<file path="config.mk">
export PLATFORM = sky130hd
export DESIGN_NAME = fetch_queue
export DESIGN_NICKNAME = d
export VERILOG_FILES = /design/src/rtl/fetch_pkg.sv /design/src/rtl/fq_storage.sv /design/src/rtl/fetch_queue.sv
export SDC_FILE = /design/constraint.sdc
export NUM_CORES = 1
export LEC_CHECK = 0
export ABC_AREA = 1
export CAP_MARGIN = 20
export CELL_PAD_IN_SITES_DETAIL_PLACEMENT = 1
export CELL_PAD_IN_SITES_GLOBAL_PLACEMENT = 1
export CORE_MARGIN = 4
export CORE_UTILIZATION = 35
export DETAILED_ROUTE_END_ITERATION = 16
export HOLD_SLACK_MARGIN = 0.05
export PLACE_DENSITY_LB_ADDON = 0.1
export SLEW_MARGIN = 20
export SYNTH_ARGS = -nofsm -noshare
export SYNTH_HDL_FRONTEND = slang
export SYNTH_HIERARCHICAL = 1
export SYNTH_SLANG_ARGS = --single-unit
</file>
<file path="constraint.sdc">
create_clock -name clk -period 6.1 [get_ports clk]
set_input_delay 1.525 -clock clk [delete_from_list [all_inputs] [get_ports clk]]
set_output_delay 1.525 -clock clk [all_outputs]
set_load 0.01 [all_outputs]
</file>
<file path="src/rtl/fetch_pkg.sv">
// ============================================================================
// Module : fetch_pkg
// Brief  : Shared types and constants for the instruction fetch queue.
// Rev    : 1.0 - initial release
// ============================================================================
`default_nettype none

package fetch_pkg;

  localparam logic [31:0] NOP_INST = 32'h0000_0013;

  typedef struct packed {
    logic [31:0] pc;
    logic [31:0] inst;
  } fq_entry_t;

  function automatic int fq_ptr_w(input int depth);
    return (depth > 1) ? $clog2(depth) : 1;
  endfunction

endpackage

`default_nettype wire

</file>
<file path="src/rtl/fq_storage.sv">
// ============================================================================
// Module : fq_storage
// Brief  : DEPTH-entry register array holding {pc, inst}; one write, one read.
// Rev    : 1.0 - initial release
// ============================================================================
`default_nettype none

module fq_storage
  import fetch_pkg::*;
#(
  parameter int DEPTH = 4,
  parameter int PW    = fq_ptr_w(DEPTH)
) (
  input  logic          clk,
  input  logic          wr_en,
  input  logic [PW-1:0] wr_addr,
  input  fq_entry_t     wr_data,
  input  logic [PW-1:0] rd_addr,
  output fq_entry_t     rd_data
);

  // Data needs no reset: validity is tracked entirely by the parent's count.
  fq_entry_t mem [DEPTH];

  always_ff @(posedge clk) begin
    if (wr_en) begin
      mem[wr_addr] <= wr_data;
    end
  end

  assign rd_data = mem[rd_addr];

endmodule

`default_nettype wire

</file>
<file path="src/rtl/fetch_queue.sv">
// ============================================================================
// Module : fetch_queue
// Brief  : Sequential instruction fetch with in-order queue to decode and
//          redirect flush. Optional same-cycle bypass: FETCH_QUEUE_BYPASS_EN.
// Rev    : 1.0 - initial release
// ============================================================================
`default_nettype none

module fetch_queue
  import fetch_pkg::*;
#(
  parameter int          DEPTH    = 4,
  parameter logic [31:0] RESET_PC = 32'h0000_0000
) (
  input  logic        clk,
  input  logic        reset,
  output logic        imem_req,
  output logic [31:0] imem_addr,
  input  logic [31:0] imem_rdata,
  input  logic        imem_rvalid,
  input  logic        redirect_valid,
  input  logic [31:0] redirect_pc,
  output logic        id_valid,
  input  logic        id_ready,
  output logic [31:0] id_inst,
  output logic [31:0] id_pc
);

  localparam int            PW      = fq_ptr_w(DEPTH);
  localparam int            CW      = PW + 1;
  localparam logic [CW-1:0] DEPTH_C = CW'(DEPTH);

  logic [31:0]   pc_q;
  logic [31:0]   inflight_pc_q;
  logic          in_flight_q;
  logic          req_epoch_q;
  logic          epoch_q;
  logic [PW-1:0] wr_ptr_q;
  logic [PW-1:0] rd_ptr_q;
  logic [CW-1:0] count_q;

  logic          q_valid;
  logic          accept;
  logic          bypass;
  logic          push;
  logic          pop;
  logic [CW-1:0] occ;
  fq_entry_t     head;
  fq_entry_t     wr_entry;

  assign q_valid  = (count_q != '0);
  assign accept   = imem_rvalid && in_flight_q && (req_epoch_q == epoch_q) && !redirect_valid;

`ifdef FETCH_QUEUE_BYPASS_EN
  assign bypass   = accept && !q_valid;
`else
  assign bypass   = 1'b0;
`endif

  assign pop      = q_valid && id_ready;
  assign push     = accept && !(bypass && id_ready);
  assign wr_entry = '{pc: inflight_pc_q, inst: imem_rdata};

  // Occupancy after this cycle's pop, plus the slot reserved by the outstanding request.
  assign occ       = count_q - CW'(pop) + CW'(in_flight_q);
  assign imem_req  = reset && !redirect_valid && (occ < DEPTH_C);
  assign imem_addr = pc_q;

  always_comb begin
    id_valid = q_valid;
    id_inst  = q_valid ? head.inst : NOP_INST;
    id_pc    = q_valid ? head.pc   : 32'h0;
    if (bypass) begin
      id_valid = 1'b1;
      id_inst  = imem_rdata;
      id_pc    = inflight_pc_q;
    end
  end

  always_ff @(posedge clk or negedge reset) begin
    if (!reset) begin
      pc_q          <= RESET_PC;
      inflight_pc_q <= RESET_PC;
      in_flight_q   <= 1'b0;
      req_epoch_q   <= 1'b0;
      epoch_q       <= 1'b0;
      wr_ptr_q      <= '0;
      rd_ptr_q      <= '0;
      count_q       <= '0;
    end else begin
      in_flight_q <= imem_req;
      if (imem_req) begin
        inflight_pc_q <= pc_q;
        req_epoch_q   <= epoch_q;
        pc_q          <= pc_q + 32'd4;
      end
      if (redirect_valid) begin
        pc_q     <= redirect_pc & ~32'h3;
        epoch_q  <= ~epoch_q;
        wr_ptr_q <= '0;
        rd_ptr_q <= '0;
        count_q  <= '0;
      end else begin
        if (push) wr_ptr_q <= wr_ptr_q + PW'(1);
        if (pop)  rd_ptr_q <= rd_ptr_q + PW'(1);
        count_q <= count_q + CW'(push) - CW'(pop);
      end
    end
  end

  fq_storage #(
    .DEPTH (DEPTH),
    .PW    (PW)
  ) u_storage (
    .clk     (clk),
    .wr_en   (push),
    .wr_addr (wr_ptr_q),
    .wr_data (wr_entry),
    .rd_addr (rd_ptr_q),
    .rd_data (head)
  );

`ifndef SYNTHESIS
  // A response with no outstanding request is dropped by the accept logic.
  a_rvalid_has_req : assert property (@(posedge clk) disable iff (!reset) imem_rvalid |-> in_flight_q);
`endif

endmodule

`default_nettype wire
</file>
# Word-level counts from Yosys, hierarchy flattened
# Memory sizes are Yosys's and may differ from the RTL's.
# Index checks and enable logic that the tools add are counted.
word_totals:
  regBits: 74
  ramBits: 256
  in_bits: 69
  wordCells: 41
  mem_count: 1
classes:
  add_sub_neg: 7
  order_cmp: 1
  n_eq_ne: 1
  muxes: 11
  bitwise: 1
  n_reduce_logical: 11
memory_table:
  columns: ["name", "words", "width", "rd", "rd_ports_with_merged_regs", "write_ports", "line_no", "source"]
  rows:
  - ["u_storage.mem", 4, 64, 1, 0, 1, "fq_storage.sv:23", "fq_entry_t mem [DEPTH];"]
ops:
  columns: ["operator", "n"]
  rows:
  - ["32-bit 2-to-1 mux", 4]
  - ["32-bit by 3-bit adder with 32-bit output, second input constant", 1]
  - ["2-bit 2-to-1 mux", 4]
  - ["3-bit by 1-bit adder with 3-bit output", 2]
  - ["1-bit logical AND", 6]
  - ["2-bit nonzero test", 3]
  - ["3-bit by 1-bit subtractor with 3-bit output", 2]
  - ["2-bit by 1-bit adder with 2-bit output, second input constant", 2]
  - ["3-bit < comparator, second input constant", 1]
  - ["3-bit 2-to-1 mux", 1]
  - ["3-bit nonzero test", 1]
  - ["1-bit 2-to-1 mux", 2]
  - ["1-bit == test", 1]
  - ["1-bit zero test", 1]
  - ["1-bit NOT", 1]

# Logic depth before layout (Yosys ltp)
logic_depth:
  ltp_word: 8
  ltp_mapped: 16
  ltp_nobuf: 15

# Hierarchy
# Netlist, hierarchy kept.
by_module_without_submodules:
  columns: ["mod", "instances", "cells_per_inst", "area_each_um2"]
  rows:
  - ["fq_storage", 1, 1010, 10761.6]
  - ["fetch_queue", 1, 662, 4513.1]

# Worst setup path after synthesis
# OpenSTA, ideal clock, no wires.
synth_timing:
  path_type: "in2reg"
  startpoint: "in redirect_valid"
  endpoint: "mem u_storage/mem[0][0] (netlist name), enable pin"
  arrival_time_ps: 6373
  setup_slack_ps: -838
  cell_stages: 5
  n_path_buf: 2
  cell_sequence: "buf_6 > buf_2 > nor2_1 > inv_1 > nor3_1"
synth_via:
  elab_chain_cells: 4
synth_rtl:
  columns: ["element", "line_no", "source"]
  rows:
  - ["start: declaration", "fetch_queue.sv:21", "input logic redirect_valid,"]
  - ["1-bit zero test", "fetch_queue.sv:52", "assign accept = imem_rvalid && in_flight_q && (req_epoch_q == epoch_q) && !redirect_valid;"]
  - ["1-bit logical AND", "fetch_queue.sv:52", null]
  - ["named net accept", "fetch_queue.sv:43", "logic accept;"]
  - ["1-bit 2-to-1 mux", "fq_storage.sv:26", "if (wr_en) begin"]
  - ["1-bit 2-to-1 mux (not written as such)", "fq_storage.sv:27", "mem[wr_addr] <= wr_data;"]
  - ["end: declaration", "fq_storage.sv:23", null]
# The timed path passes the listed nets, and every way through them passes these cells.

# Worst setup path after layout
layout_timing:
  startpoint: "in id_ready"
  endpoint: "out imem_req"
layout_via:
  elab_chain_cells: 5
layout_rtl:
  columns: ["element", "line_no", "source"]
  rows:
  - ["start: declaration", "fetch_queue.sv:24", "input logic id_ready,"]
  - ["1-bit logical AND", "fetch_queue.sv:60", "assign pop = q_valid && id_ready;"]
  - ["3-bit by 1-bit subtractor with 3-bit output", "fetch_queue.sv:65", "assign occ = count_q - CW'(pop) + CW'(in_flight_q);"]
  - ["3-bit by 1-bit adder with 3-bit output", "fetch_queue.sv:65", null]
  - ["3-bit < comparator", "fetch_queue.sv:66", "assign imem_req = reset && !redirect_valid && (occ < DEPTH_C);"]
  - ["1-bit logical AND", "fetch_queue.sv:66", null]
  - ["end: declaration", "fetch_queue.sv:17", "output logic imem_req,"]
# No other way between the ends.

==> reports/metrics.csv <==
stage,metric,value,unit
run_status,status,"finished, final reports clean",
cts,Clock transition at path regs,60,ps
global_routing,number of global-route vias before repair,11580,
die,I/O pin count,167,
power_and_ir_drop,peak supply drop,267.8,uV
cells_and_area,"commonest non-fill, non-tap cells in the layout","510 x nand2_1, 375 x inv_1, 256 x edfxtp_1, 211 x nand3_1, 161 x clkdlybuf4s50_1",
yosys,Yosys top cell area share,50.33,%
sta,final setup margin,910.7,ps
placed_design,DP Worst Slack,855.3,ps
die,die width,216.9,um
cts,"Hold-fix buffers, CTS",0,
global_routing,first-pass GRT wire length,61670,um
critical_path,critical-path maximum fanout,4,
power_and_ir_drop,switching share of power,33.56,%
yosys,xor/xnor share of the synthesized area,0.4014,%
routing,drt via density,4.462,
die,Std-Cell Rows,76,
cts,Post-CTS Setup Bufs,0,
critical_path,CP Class,input port to output pin,
global_routing,largest net degree at the start of global routing,67,
yosys,Mean Syn Cell Area,9.136,um2
cells_and_area,Synth-to-Final Area Change,22.42,%
critical_path,Worst Setup SP,id_ready,
yosys,flop and latch count out of synthesis,326,
yosys,post-synthesis mux area share,0,%
power_and_ir_drop,post-layout power,7.660,mW
cells_and_area,"most common cell after layout, fill and taps aside",nand2_1,
cts,post_cts resized,0,
critical_path,Crit. End Element,output pin,
power_and_ir_drop,Clock Power Share,28.8,%
power_and_ir_drop,Power Density,409.7,mW/mm2
yosys,Post-Syn Instances,1672,
yosys,Post-Synth Simple-Gate Area,23.37,%
sta,RSZ-0062 raised after global routing,no,
cells_and_area,antenna cells,0,
min_path,worst hold path class,flop to flop,
critical_path,CP arrival,3660,ps
cts,htree depth,2,
placed_design,DP HPWL,24550,um
routing,final wirelength,38420,um
cts,TritonCTS clock tree,yes,
critical_path,CP Data Required Time,4580,ps
yosys,"area leader, netlist",edfxtp_1,
cts,Root Driver,clkbuf_16,
sta,Worst-Margin Slew,952.9,ps
cts,Inserted Clock Buffers,39,
cells_and_area,fillcell total,4953,
sta,final slew viol count,0,
yosys,Yosys warning total,6,
cts,CTS max path bufs,3,
placed_design,IO Port Bufs,162,
power_and_ir_drop,combinational power share,32.4,%
routing,DR iter-0 viols,370,
sta,minimum clock period,5189,ps
sta,period utilization,85.07,%
cells_and_area,nets@finish,1912,
sta,Setup-failing EPs final,0,
sta,Max Fclk,192.7,MHz
power_and_ir_drop,Int Power,5.089,mW
cts,CTS sink count,326,
run,Max-Cap Viols,0,
yosys,ranking of synthesized cells by area,"edfxtp_1 50%, nand2_1 13%, dfrtp_1 11%",
die,core region area,0.04308,mm2
cts,Worst-Skew Late Latency,520,ps
routing,DRC Markers,0,
yosys,largest family of logic cells by synthesized area,simple AND/OR/NAND/NOR gates,
yosys,Synth Cell Area,0.01527,mm2
placed_design,GP Congestion,0.7725,
yosys,count of cell types in the netlist,33,
power_and_ir_drop,Reg power frac,38.8,%
routing,Pre-antenna DRT Iters,6,
yosys,Compound-Gate Fraction of Synth Area,1.638,%
power_and_ir_drop,sw power,2.571,mW
die,Die Area,0.04705,mm2
yosys,"Seq/Total Area, Yosys",61.80,%
global_routing,total track usage,16.43,%
sta,Slew headroom,36.47,%
cells_and_area,share of cells above drive strength 1,6.702,%
power_and_ir_drop,Leak,8.540,nW
routing,antenna-violating nets left,0,
die,chip height,216.9,um
global_routing,GRT Residual Overflow,0,
critical_path,R2R Path Start,count_q[1]$_DFF_PN0_,
die,Initial Util,35.46,%
routing,DR WL/cell,15.68,um
critical_path,CP Launch Type,input port,
sta,Clock Skew,14.32,ps
min_path,Hold Crit Start,epoch_q$_DFFE_PN0P_,
global_routing,initial antenna violation count,0,
yosys,Post-Synth Adder-Cell Area,0.5406,%
sta,final hold vios,0,
routing,via count,10930,
## power by group through the flow
stage               logic (mW)  clock network (mW)  registers, mW
floorplan                 1.43                   0           2.92
global placement          2.52                   0           3.01
detailed placement        2.55                   0           3.02
CTS                       2.56                2.28           2.98
global route              2.79                2.38           3.02
finish                    2.48                2.21           2.97
## layer usage
metal,track usage (%),share of wire (%),vias up
met3,2.569,3.5,40
met4,2.926,1.3,0
li1,-,-,5475
met2,29.52,50,157
met5,0,0,-
met1,21.33,45,5260
## critical path, cell delays in order
cell and delay (ps):
clkdlybuf4s50_1 460, nand2_1 50, inv_1 120, ha_1 160
inv_1 40, ha_1 260, nand3_1 110, nand2_1 60
nand2_1 100, nand2_2 100, nor2_8 120, clkdlybuf4s50_1 550
## synthesized netlist by cell type (all sizes together)
master  count
nor2      109
fa          1
clkbuf      7
buf        60
dfrtp      70
a21oi       3
inv       380
xor2        6
o21ai      35
nor3        4
ha          5
and2        2
or2         4
nand2     514
conb        1
nand4       1
xnor2       1
nand3     213
edfxtp    256
## final timing paths
path / slack (ps) / depth (start not counted) / to
worst min-delay path: 500 / 1 / epoch_q$_DFFE_PN0P_
worst max register to register: 3460 / 16 / imem_addr[2]$_DFFE_PN0P_
min in group asynchronous: 950 / 1 / imem_addr[3]$_DFFE_PN0P_
worst min register to register: 500 / 1 / epoch_q$_DFFE_PN0P_
worst max-delay path: 910 / 12 / imem_req
max in group asynchronous: 4200 / 2 / rd_ptr_q[0]$_DFFE_PN0P_
## flip-flops by register name, indices dropped and copies added (netlist names)
register,flops
u_storage/mem,256
imem_addr,30
inflight_pc_q,30
count_q,3
rd_ptr_q,2
wr_ptr_q,2
epoch_q,1
in_flight_q,1
req_epoch_q,1
## through the flow
| step | std cells | hold slack [ps] | setup TNS [ps] | util [%] | area, um2 |
|---|---|---|---|---|---|
| 2_1_floorplan | 1681 | 460.4 | -214400 | - | 15310 |
| 3_3_place_gp | 2381 | 475.6 | 0 | 40.56 | 17470 |
| 3_5_place_dp | 2381 | 502.9 | 0 | 40.56 | 17470 |
| 4_1_cts | 2450 | 512.9 | 0 | 43.41 | 18700 |
| 5_1_grt | 2450 | 527.4 | 0 | 43.41 | 18700 |
| 6_report | 2450 | 503.7 | 0 | 43.41 | 18700 |
## final cells by class
class                           count  area (um2)  share of cell area [%]
Sequential cell                   326        9444                   50.51
Multi-Input combinational cell    908        4021                   21.51
Timing Repair Buffer              182        1844                   9.863
Inverter                          380        1431                   7.655
Tap cell                          585       732.0                   3.914
Clock inverter                     21       186.4                  0.9970
Clock buffer                       48        1040                   5.560
## logic make-up after synthesis
family                   after synthesis
buffers and inverters                447
AO/OA/AOI/OAI                         38
flip-flops                           326
XOR/XNOR                               7
AND/OR/NAND/NOR                      847
other                                  1
adder cells (fa/ha/maj)                6
Note: power is estimated with default switching activity, not from simulation.
